[config.mk]
export PLATFORM = sky130hd
export DESIGN_NAME = phase_sequencer
export DESIGN_NICKNAME = d
export VERILOG_FILES = /design/src/rtl/intersection_pkg.sv /design/src/rtl/phase_timer.sv /design/src/rtl/phase_sequencer.sv
export SDC_FILE = /design/constraint.sdc
export NUM_CORES = 1
export LEC_CHECK = 0
export ABC_AREA = 1
export ABC_CLOCK_PERIOD_IN_PS = 2600
export BUFFER_PORTS_ARGS = -buffer_cell sky130_fd_sc_hd__clkbuf_2
export CELL_PAD_IN_SITES_DETAIL_PLACEMENT = 1
export CELL_PAD_IN_SITES_GLOBAL_PLACEMENT = 1
export CORE_MARGIN = 8
export CORE_UTILIZATION = 37
export DETAILED_ROUTE_END_ITERATION = 12
export PLACE_DENSITY_LB_ADDON = 0.1
export SLEW_MARGIN = 20
export SYNTH_ARGS = -nofsm -noshare
export SYNTH_HDL_FRONTEND = slang
export SYNTH_SLANG_ARGS = --single-unit
[constraint.sdc]
create_clock -name clock -period 2.6 [get_ports clock]
set_input_delay 0.39 -clock clock [delete_from_list [all_inputs] [get_ports clock]]
set_output_delay 0.39 -clock clock [all_outputs]
set_load 0.005 [all_outputs]
[src/rtl/intersection_pkg.sv]
// ------------------------------------------------------------
// intersection_pkg: phase encoding, default durations, timer sizing
// Revision: 1.0
// ------------------------------------------------------------
`default_nettype none

package intersection_pkg;

   typedef enum logic [2:0] {
      MAIN_G = 3'd0,
      MAIN_Y = 3'd1,
      MAIN_R = 3'd2,
      TURN_G = 3'd3,
      TURN_Y = 3'd4,
      TURN_R = 3'd5,
      PED_G  = 3'd6,
      PED_R  = 3'd7
   } phase_t;

   localparam int LIVENESS_BOUND   = 50;
   localparam int DEF_MIN_GREEN    = 8;
   localparam int DEF_SERVE_TIME   = 6;
   localparam int DEF_YELLOW_TIME  = 3;
   localparam int DEF_ALL_RED_TIME = 2;

   function automatic int max_of(input int a, input int b);
      return (a > b) ? a : b;
   endfunction

   function automatic int timer_width(input int max_duration);
      return $clog2(max_duration) + 1;
   endfunction

endpackage

`default_nettype wire

[src/rtl/phase_timer.sv]
// ------------------------------------------------------------
// phase_timer: loadable down-counter that holds at zero
// Revision: 1.0
// ------------------------------------------------------------
`default_nettype none

module phase_timer #(
   parameter int               WIDTH      = 4,
   parameter logic [WIDTH-1:0] INIT_VALUE = '0
) (
   input  logic             clock,
   input  logic             reset,
   input  logic             load,
   input  logic [WIDTH-1:0] load_value,
   output logic [WIDTH-1:0] value,
   output logic             done
);

   always_ff @(posedge clock) begin
      if (reset) begin
         value <= INIT_VALUE;
      end else if (load) begin
         value <= load_value;
      end else if (value != '0) begin
         value <= value - WIDTH'(1);
      end
   end

   assign done = (value == '0);

endmodule

`default_nettype wire

[src/rtl/phase_sequencer.sv]
// ------------------------------------------------------------
// phase_sequencer: main green with arbitrated turn/pedestrian service
// Revision: 1.0
// ------------------------------------------------------------
`default_nettype none

module phase_sequencer
   import intersection_pkg::*;
#(
   parameter int MIN_GREEN    = DEF_MIN_GREEN,
   parameter int SERVE_TIME   = DEF_SERVE_TIME,
   parameter int YELLOW_TIME  = DEF_YELLOW_TIME,
   parameter int ALL_RED_TIME = DEF_ALL_RED_TIME
) (
   input  logic       clock,
   input  logic       reset,
   input  logic       pedestrian_button,
   input  logic       turn_sensor,
   output logic       up_green,
   output logic       up_yellow,
   output logic       down_green,
   output logic       down_yellow,
   output logic       turn_green,
   output logic       turn_yellow,
   output logic       pedestrian_green,
   output logic [2:0] phase
);

   localparam int TIMER_W = timer_width(max_of(max_of(MIN_GREEN, SERVE_TIME),
                                               YELLOW_TIME + ALL_RED_TIME));
   localparam int REQ_TO_GREEN = 1 + (SERVE_TIME + YELLOW_TIME + ALL_RED_TIME)
                                   + (MIN_GREEN + YELLOW_TIME + ALL_RED_TIME) + 1;
   localparam int UD_GAP       = 2 * (YELLOW_TIME + ALL_RED_TIME) + SERVE_TIME;

   if (REQ_TO_GREEN > LIVENESS_BOUND || UD_GAP > LIVENESS_BOUND) begin : g_liveness_fail
      $fatal(1, "phase_sequencer: worst-case latency exceeds LIVENESS_BOUND");
   end

   phase_t               state, next_state;
   logic [TIMER_W-1:0]   timer_value, load_value;
   logic                 timer_done, timer_load;
   logic                 ped_pend, turn_pend;
   logic                 ped_req, turn_req;
   logic                 enter_ped, enter_turn;
   logic                 sel_turn, last_turn;

   function automatic logic [TIMER_W-1:0] reload(input phase_t s);
      case (s)
         MAIN_G:  reload = TIMER_W'(MIN_GREEN - 1);
         MAIN_Y:  reload = TIMER_W'(YELLOW_TIME - 1);
         MAIN_R:  reload = TIMER_W'(ALL_RED_TIME - 1);
         TURN_G:  reload = TIMER_W'(SERVE_TIME - 1);
         TURN_Y:  reload = TIMER_W'(YELLOW_TIME - 1);
         TURN_R:  reload = TIMER_W'(ALL_RED_TIME - 1);
         PED_G:   reload = TIMER_W'(SERVE_TIME - 1);
         PED_R:   reload = TIMER_W'(YELLOW_TIME + ALL_RED_TIME - 1);
         default: reload = TIMER_W'(MIN_GREEN - 1);
      endcase
   endfunction

   phase_timer #(
      .WIDTH      (TIMER_W),
      .INIT_VALUE (TIMER_W'(MIN_GREEN - 1))
   ) u_timer (
      .clock      (clock),
      .reset      (reset),
      .load       (timer_load),
      .load_value (load_value),
      .value      (timer_value),
      .done       (timer_done)
   );

   always_ff @(posedge clock) begin
      if (reset) begin
         state <= MAIN_G;
      end else begin
         state <= next_state;
      end
   end

   always_comb begin
      next_state = state;
      case (state)
         MAIN_G:  if (timer_done && (ped_pend || turn_pend)) next_state = MAIN_Y;
         MAIN_Y:  if (timer_done) next_state = MAIN_R;
         MAIN_R:  if (timer_done) next_state = sel_turn ? TURN_G : PED_G;
         TURN_G:  if (timer_done) next_state = TURN_Y;
         TURN_Y:  if (timer_done) next_state = TURN_R;
         TURN_R:  if (timer_done) next_state = MAIN_G;
         PED_G:   if (timer_done) next_state = PED_R;
         PED_R:   if (timer_done) next_state = MAIN_G;
         default: next_state = MAIN_G;
      endcase
   end

   // Every transition changes state, so a state change is exactly a phase entry.
   assign timer_load = (next_state != state);
   assign load_value = reload(next_state);

   // A request is ignored while its own green runs, except in that green's last cycle.
   assign ped_req    = pedestrian_button & ((state != PED_G)  | (timer_value == '0));
   assign turn_req   = turn_sensor       & ((state != TURN_G) | (timer_value == '0));
   assign enter_ped  = (next_state == PED_G)  && (state != PED_G);
   assign enter_turn = (next_state == TURN_G) && (state != TURN_G);

   always_ff @(posedge clock) begin
      if (reset) begin
         ped_pend  <= 1'b0;
         turn_pend <= 1'b0;
         sel_turn  <= 1'b0;
         last_turn <= 1'b1;
      end else begin
         ped_pend  <= (ped_pend  | ped_req)  & ~enter_ped;
         turn_pend <= (turn_pend | turn_req) & ~enter_turn;
         if (state == MAIN_G && next_state == MAIN_Y) begin
            sel_turn <= turn_pend & (~ped_pend | ~last_turn);
         end
         if (enter_turn) begin
            last_turn <= 1'b1;
         end else if (enter_ped) begin
            last_turn <= 1'b0;
         end
      end
   end

   always_comb begin
      up_green         = 1'b0;
      up_yellow        = 1'b0;
      down_green       = 1'b0;
      down_yellow      = 1'b0;
      turn_green       = 1'b0;
      turn_yellow      = 1'b0;
      pedestrian_green = 1'b0;
      case (state)
         MAIN_G: begin
            up_green   = 1'b1;
            down_green = 1'b1;
         end
         MAIN_Y: begin
            up_yellow   = 1'b1;
            down_yellow = 1'b1;
         end
         TURN_G:  turn_green       = 1'b1;
         TURN_Y:  turn_yellow      = 1'b1;
         PED_G:   pedestrian_green = 1'b1;
         default: ;
      endcase
   end

   assign phase = state;

endmodule

`default_nettype wire

After elaboration in Yosys (flattened, before gate mapping)
Memory sizes are Yosys's and may differ from the RTL's.
Cells that the tools add are included.
Widths: inputs -> output; s select.

word-level totals
  bits in registers = 11
  latch bits = 0
  RAM bits = 0
  ROM bits = 24
  input bits = 4
  output and inout bits = 10
  word-level logic and storage cells = 62
  memories kept = 1

operators by class
  $add $sub $neg = 1
  $mul = 0
  div/mod/pow operators = 0
  $lt $le $gt $ge = 0
  equal/unequal tests = 13
  shift-type cells = 0
  multiplexer cells = 16
  bitwise logic cells = 14
  reductions and logical operators = 11

memory list
  name             words  bits a word  rd ports  clocked after memory_dff  wr ports  line                   text
  (no name shown)  8      3            1         0                         0         phase_sequencer.sv:48  case (s)

operators with widths
  kind                 count
  $mux 3               8
  $pmux 3 s7           1
  $eq 3x3->1 const B   5
  $eq 3x2->1 const B   3
  $mux 4               2
  $eq 3x1->1 const B   2
  $and 1x1->1          5
  $mux 1               5
  $or 1x1->1           5
  $logic_and 1x1->1    4
  $logic_not 4->1      1
  $not 1->1            4
  $reduce_bool 4->1    1
  $reduce_or 2->1      2
  $sub 4x1->4 const B  1
  $logic_not 3->1      1
  $ne 3x2->1 const B   1
  $ne 3x3->1           1
  $ne 3x3->1 const B   1
  $reduce_bool 2->1    1
  $logic_or 1x1->1     1

Longest topological paths before layout
Gate-level depths: netlist (run 1).

  word-level depth = 8
  gate-level depth with buffers = 15
  mapped depth without buffers = 15

Modules after synthesis
A second synthesis (run 1) with hierarchy kept.

second synthesis, totals
  cell total of the unflattened synthesis = 129
  area, all modules = 809.5 um2

by module, submodules not included
  module           times used  cells each  area each (um2)  seq. area each (um2)
  phase_sequencer  1           90          561.8            140.1
  phase_timer      1           39          247.7            80.1

Worst setup path before layout (run 1)
No wires, ideal clock.

  path type = flip-flop to flip-flop
  start = register u_timer.value[0]
  end = register u_timer.value[0]
  library setup time = 0.118 ns
  arrival = 1.741 ns
  data required time = 2.482 ns
  slack = 0.741 ns
  cell stages (with the launch flop) = 16
  buffers on the path = 0
  period minus slack after synthesis = 1.859 ns
  cell sequence = dfxtp_1 -> inv_1 -> ha_1 -> nand2_4 -> inv_2 -> nand2_1 -> nand2_1 -> nor2_1 -> inv_2 -> ha_1 -> inv_1 -> nand2_1 -> o21ai_0 -> nand2_1 -> nand2_1 -> nand2_1

between the ends
  cells in the longest elaborated chain, start to end = 6
  elaborated cells between the ends (all ways) = 17
  those cells by class = 1 x add/sub; 1 x eq/ne; 10 x mux; 4 x reduce/logical; 1 x memory

RTL lines
  element                                      line                   text
  start: declaration                           phase_timer.sv:15      output logic [WIDTH-1:0] value,
  start signal: assignment                     phase_timer.sv:23      value <= load_value;
  start signal: assignment                     phase_timer.sv:25      value <= value - WIDTH'(1);
  $logic_not 4->1                              phase_timer.sv:29      assign done = (value == '0);
  $logic_and 1x1->1                            phase_sequencer.sv:84  MAIN_G: if (timer_done && (ped_pend || turn_pend)) next_state = MAIN_Y;
  $mux 3                                       phase_sequencer.sv:84
  $pmux 3 s7                                   phase_sequencer.sv:83  case (state)
  $mem_v2 8x3 or $ne 3x3->1 (tied branches)    -
  $mux 4 or $reduce_bool 2->1 (tied branches)  -

Parallel ways exist; a longest one is shown, timed or not. The select of a mux whose other input is x is not followed.
A chain may end at the register's enable or synchronous reset.

Worst setup path after layout (run 1)
Same ends and word-level chain as after synthesis.

==> impl_results.md, run 1 <==
* Status: finished clean
* Port Buffers at 13
* Fill cells at 305
* Post-synth EDFFs at 0
* Core ar. at 2130 um^2
* Total grt overflow at 0
* Share of synthesized registers carrying an async set or reset at 0%
* Die ar. at around 3900 um^2
* Max Used Layer: met4
* Most used DFF post-synth: dfxtp_1
* Worst Tran Pin Value at ~0.40 ns
* # DRC at 0
* Post-CTS Setup Inserts at 0
* DRT met1 WL at between 1 and 1.5 mm
* CP max FO at 9
* Mapped Nets at 130
* Power Total at roughly 0.00033 W
* CTS clk-pin slew, worst paths at 0.07 ns
* CP cell instances: inv_1, ha_1, nand2_4, inv_2, nand2_1, nand2_1, nor2_1, inv_2, ha_1, inv_1, nand2_1, o21ai_0, nand2_1, nand2_1, nand2_1
* Relative slew slack at 73.2%
* Met3 Wirelength at around 80 um
* Max-slew violation count at 0
* Top cell by count, worst path: nand2_1
* WL per Instance at around 13 um
* Final worst slack at between 0.5 and 0.6 ns
* Critical Setup Path Class: flip-flop to flip-flop
* Synth cell types at 26
* RD Place Congestion at between 0.7 and 0.8
* Register area share after synthesis at between 20% and 30%
* Hold-fix buffers at CTS at 0
* Tmin final at approximately 2 ns
* Final TNS setup at 0 ns
* Met2 routed WL at around 1000 um
* Mux contribution to synthesized area at 0%
* Detailed-router iteration count before antenna repair at 4
* Pre-CTS WS at between 0.5 and 0.6 ns
* Die H at between 60 and 70 um
* Ports at 14
* First-pass GRT wire length at 3.75 mm
* Longest Clk Path Bufs at 2
* Initial antenna violation count at 0
* Layout cells sized above 1 at approximately 26%
* MaxCap Viol Count at 0
* Compound-Gate Fraction of Synth Area at between 7 and 8%
* Syn_area_per_cell at approximately 6.6 um^2
* Number of diodes at 0
* Pwr per Cell Area at around 370 nW/um^2
* CP top delay family: simple AND/OR/NAND/NOR gates
* CP Launch Type: flip-flop
* Final Cell Area at 902 um^2
* Vias in the first global route at 868
* Post-Synth XOR/XNOR Area at 3.28%
* Worst EP arrival at 2.19 ns
* Main combinational cell family by area after synthesis: simple AND/OR/NAND/NOR gates
* Htree depth at 1
* RSZ-0062 raised after global routing: no
* Post-Synth Simple-Gate Area at between 40 and 50%
* Initial Utilization at between 30% and 40%
* Syn Inst Count at approximately 120
* Dpl cell area at 876 um^2
* Post-Synth Adder-Cell Area at under 10%
* Worst skew pair latency at 0.27 ns
* Nets at approximately 150
* Largest net degree at the start of global routing at 11
* CTS buffer count at 3
* Hold Vio Cnt, Final at 0
* Period utilization at 78.0%
* DRT iter0 DRCs at 20
* Slowest CP cell: dfxtp_1
* Multi-input gate area at roughly 470 um^2
* Syn Std Cell Area at about 800 um^2
* Critical Path Sink Type: flip-flop
* Num Clock Sinks at 11
* YS warnings at 0
* Pleak at approximately 0.51 nW
* TritonCTS clock tree: yes
* Drt total wl at 2.09 mm
* Routed Antenna Nets at 0
* VDD IR max at about 140 uV
* Clock Tree Root: clkbuf_4
* Vias per cell at slightly below 5
* Min-delay worst type: primary input to flip-flop
* CP Buf/Inv Count at 4
* Routed via count at ~800
* Post-CTS resize count at 0
* Synth-to-Final Area Change at 12.5%
* Row cnt at 17
* Largest stage delay, worst path at 0.33 ns
* Yosys reg bits at 11
* Final Skew at between 0.004 and 0.005 ns
* FMAX at approximately 0.5 GHz
* Endpoints failing setup at 0
* CP required at roughly 2.8 ns
* Gr usage total at between 10% and 20%
* Die width at 62.6 um
* Detail Placement HPWL at around 1.7 mm
* Reg area at roughly 220 um^2
* Final core occ at approximately 42%
path summary, 6_finish.rpt:
check	end	slack (ns)	startpoint	cells past startpoint
min	phase[2]	0.35	reset	2
max	u_timer.value[0]	0.57	u_timer.value[0]	15
max reg2reg	u_timer.value[0]	0.57	u_timer.value[0]	15
min reg2reg	ped_pend	0.46	ped_pend	2
state kept, by name (all words and copies together) (netlist names):
signal	flops
u_timer.value	4
phase	3
last_turn	1
ped_pend	1
sel_turn	1
turn_pend	1
worst reg2reg max path, stage by stage (launching register included):
cell	delay (ns)
dfxtp_1	0.33
inv_1	0.06
ha_1	0.26
nand2_4	0.15
inv_2	0.09
nand2_1	0.08
nand2_1	0.05
nor2_1	0.18
inv_2	0.09
ha_1	0.30
inv_1	0.06
nand2_1	0.04
o21ai_0	0.07
nand2_1	0.07
nand2_1	0.05
nand2_1	0.04
report_power, final:
part           switching [W]  leakage (nW)  internal (W)
clock network      0.0000600        0.0150     0.0000594
registers         0.00000451        0.0900      0.000175
logic              0.0000191         0.408     0.0000149
Yosys cell counts, drive strengths merged (2+ instances only):
cell type  count  share of area (%)
ha             5                7.8
nand4          2                1.6
nor3           4                3.7
nand3         10                6.2
inv           19                8.9
a21oi          3                1.9
dfxtp         11                 27
xor2           2                2.2
o21ai          6                3.7
buf            4                4.2
nand2         38                 20
nor2          11                6.7
metrics by stage:
stage               hold slack (ns)  instances
floorplan                     0.424        121
global placement              0.446        159
detailed placement            0.453        159
CTS                           0.337        163
global route                  0.359        163
finish                        0.347        163
cell families after synthesis:
logic type                 count (synthesis)
and+or+nand+nor                           67
buffers and inverters                     24
AOI/OAI and AO/OA                         11
DFF                                       11
adders and majority gates                  5
xor gates and xnor gates                   3
placed cells by master, fill, tap and decap left out, drive strengths merged:
| cell type | n |
|---|---|
| nand2 | 38 |
| inv | 19 |
| clkbuf | 17 |
| dfxtp | 11 |
| nor2 | 11 |
| nand3 | 10 |
| o21ai | 6 |
| ha | 5 |
| nor3 | 4 |
| a21oi | 3 |
| nand4 | 2 |
| xor2 | 2 |
| clkinv | 1 |
| nand3b | 1 |
| a21boi | 1 |
| xnor2 | 1 |
| o2111ai | 1 |
| or2 | 1 |
| buf | 1 |
routing by layer:
metal / global-route usage (%) / up-vias
li1: - / 405
met1: 12.5 / 364
met2: 19.8 / 13
met3: 2.51 / 2
met4: 6.84 / 0
met5: 0 / -
layout make-up:
cell class                 instances  share of cell area [%]
multi-input combinational         86                    52.4
sequential                        11                    24.4
inverter                          20                    8.32
timing repair buffer              14                    8.04
tap                               28                    3.88
clock buffer                       4                    2.91
Note: power is estimated with default switching activity, not from simulation.
==> inputs of run 2 (changes only) <==
Settings changed: ABC_CLOCK_PERIOD_IN_PS 2600 to 1800, CORE_UTILIZATION 37 to 34.
Clock period 2.6 ns to 1.8 ns, I/O delays scaled along.
==> run 2 against run 1 <==
Net effect: count of clock-buffer cells in the layout did not move; critical path depth fell by 2; global-route usage rose by 1.3 points; critical path type unchanged.
==> impl_results.md, run 2 (synthesis results as in run 1) <==
* Row cnt at 17 (unchanged)
* Die ar. at 4170 um^2 (+6.5%)
* Longest Clk Path Bufs at 2 (unchanged)
* Final Skew at 0.00301 ns (-0.00172 ns)
* Min-delay worst type: primary input to flip-flop
* RSZ-0062 raised after global routing: yes
* Routed Antenna Nets at 0 (unchanged)
* Commonest non-fill, non-tap cell in the layout: nand2_1
* Critical Setup Path Class: flip-flop to flip-flop
* Layout cells sized above 1 at 45.9% (+20 points)
* CTS buffer count at 3 (unchanged)
* Worst skew pair latency at 0.28 ns (about the same)
* TritonCTS clock tree: yes
* Max reg flops at 4 (unchanged)
* Tmin final at 1.75 ns (-0.278 ns)
* Htree depth at 1 (unchanged)
* Pre-CTS WS at -0.0195 ns (-0.599 ns)
* Max-slew violation count at 0 (unchanged)
* Reg area at 233 um^2 (+5.7%)
* Detailed-router iteration count before antenna repair at 4 (unchanged)
* Number of diodes at 0 (unchanged)
* Port Buffers at 13 (unchanged)
* CP max FO at 6 (-3)
* Clock Tree Root: clkbuf_4
* # DRC at 0 (unchanged)
* Endpoints failing setup at 0 (unchanged)
* Post-Place Cells at 175 (+10%)
* Pleak at 0.609 nW (+19%)
* Worst Tran Pin Value at 0.305 ns (-0.0967 ns)
* Final Cell Area at 1140 um^2 (+26%)
* Dpl cell area at 998 um^2 (+14%)
* FMAX at 0.571 GHz (+16%)
* VDD IR max at 282 uV (+97%)
* Synth-to-Final Area Change at 41.7%
* Routed via count at 898 (+15%)
* Die H at 64.6 um (+3.2%)
* Die width at 64.6 um (+3.2%)
* Detail Placement HPWL at 2.07 mm (+22%)
* Fin cells at 185 (+13%)
* MaxCap Viol Count at 0 (unchanged)
* CP Launch Type: flip-flop
* Most flops, register: u_timer.value
* RD Place Congestion at 0.818 (+3.1%)
* Total grt overflow at 0 (unchanged)
* First-pass GRT wire length at 4.27 mm (+14%)
* Nets at 167 (+15%)
* Core ar. at 2210 um^2 (+4.0%)
* Period utilization at 97.2% (+19 points)
* Vias per cell at 4.85 (+0.92%)
* Multi-input gate area at 527 um^2 (+11%)
* Worst EP arrival at 1.92 ns (-0.27 ns)
* DRT iter0 DRCs at 12 (-40%)
* Final worst slack at 0.0495 ns (-0.522 ns)
* Status: finished clean
* Relative slew slack at 79.5% (+6.3 points)
* Fill cells at 300 (-1.6%)
* Most frequent cells in the layout: nand2_1, buf_4, clkbuf_2
* Initial Utilization at 36.3% (-1.5 points)
* Vias in the first global route at 923 (+6.3%)
* Drt total wl at 2.75 mm (+32%)
* CP required at 1.97 ns (-0.79 ns)
* Ports at 14 (unchanged)
* Gr usage total at 12.8% (+1.3 points)
* WL per Instance at 14.9 um (+16%)
* Critical Path Sink Type: flip-flop
* Num Clock Sinks at 11 (unchanged)
* CTS clk-pin slew, worst paths at 0.08 ns (about the same)
* Pwr per Cell Area at 457 nW/um^2 (+24%)
* Largest net degree at the start of global routing at 9 (-2)
* Initial antenna violation count at 0 (unchanged)
* Hold Vio Cnt, Final at 0 (unchanged)
==> run 2: changes by cell type in the layout (fill, tap and decap cells not counted), moves of 3 or more <==
| cell | before | now |
|---|---|---|
| buf_4 | 1 | 23 |
| dfxtp_1 | 11 | 5 |
| dfxtp_2 | 0 | 4 |
| inv_1 | 13 | 10 |
==> run 2: worst paths after layout <==
| check | start | to | slack, ns | depth (start not counted) |
|---|---|---|---|---|
| min reg2reg | last_turn | last_turn | 0.47 | 2 |
| max reg2reg | u_timer.value[0] | sel_turn | 0.05 | 13 |
| max | u_timer.value[0] | sel_turn | 0.05 | 13 |
| min | reset | phase[2] | 0.21 | 2 |
==> run 2: critical path, stage by stage, from the launching register on <==
cell and delay, ns:
dfxtp_2 0.34, inv_2 0.05, ha_4 0.16, nand2_4 0.10, inv_4 0.04, nand2_1 0.06
nand2_1 0.06, nor2_2 0.15, buf_4 0.13, buf_4 0.11, ha_1 0.15, nand2_1 0.07
o21ai_0 0.17, a21oi_1 0.05
==> run 2: layer usage <==
| metal | routed length, um | vias up | global-route usage [%] |
|---|---|---|---|
| met4 | 65 | 0 | 9.81 |
| met5 | 0 | - | 0 |
| li1 | - | 455 | - |
| met1 | 1230 | 418 | 15.9 |
| met3 | 84 | 4 | 1.37 |
| met2 | 1370 | 21 | 19.8 |
==> run 2: timing repair <==
item                                    in CTS  in global routing
gates resized for setup                      3                 20
endpoints found under the setup margin       1                  7
pin swaps                                    0                  5
hold buffers                                 0                  0
cloned                                       0                  0
setup buffers                                0                  6
==> run 2: final cells by class <==
| class | instances | area share (%) |
|---|---|---|
| clock buffers | 4 | 2.31 |
| inverters | 20 | 6.83 |
| multi-input cells | 86 | 46.4 |
| flip-flops and latches | 11 | 20.5 |
| well taps | 28 | 3.08 |
| repair buffers | 36 | 20.9 |
==> run 2: metrics by stage <==
step	utilization [%]	hold slack, ns	setup TNS (ns)	total power, W
after floorplan	-	0.342	0	0.000301
after global placement	45.1	0.440	0	0.000322
after detailed placement	45.1	0.454	-0.0195	0.000325
after CTS	46.5	0.197	0	0.000508
after global routing	51.4	0.210	-0.160	0.000545
final	51.4	0.209	0	0.000519
==> run 2: where the power goes <==
group	switching [W]	internal, W
logic	0.0000370	0.0000397
registers	0.00000885	0.000252
clock network	0.0000956	0.0000861
total	0.000142	0.000377
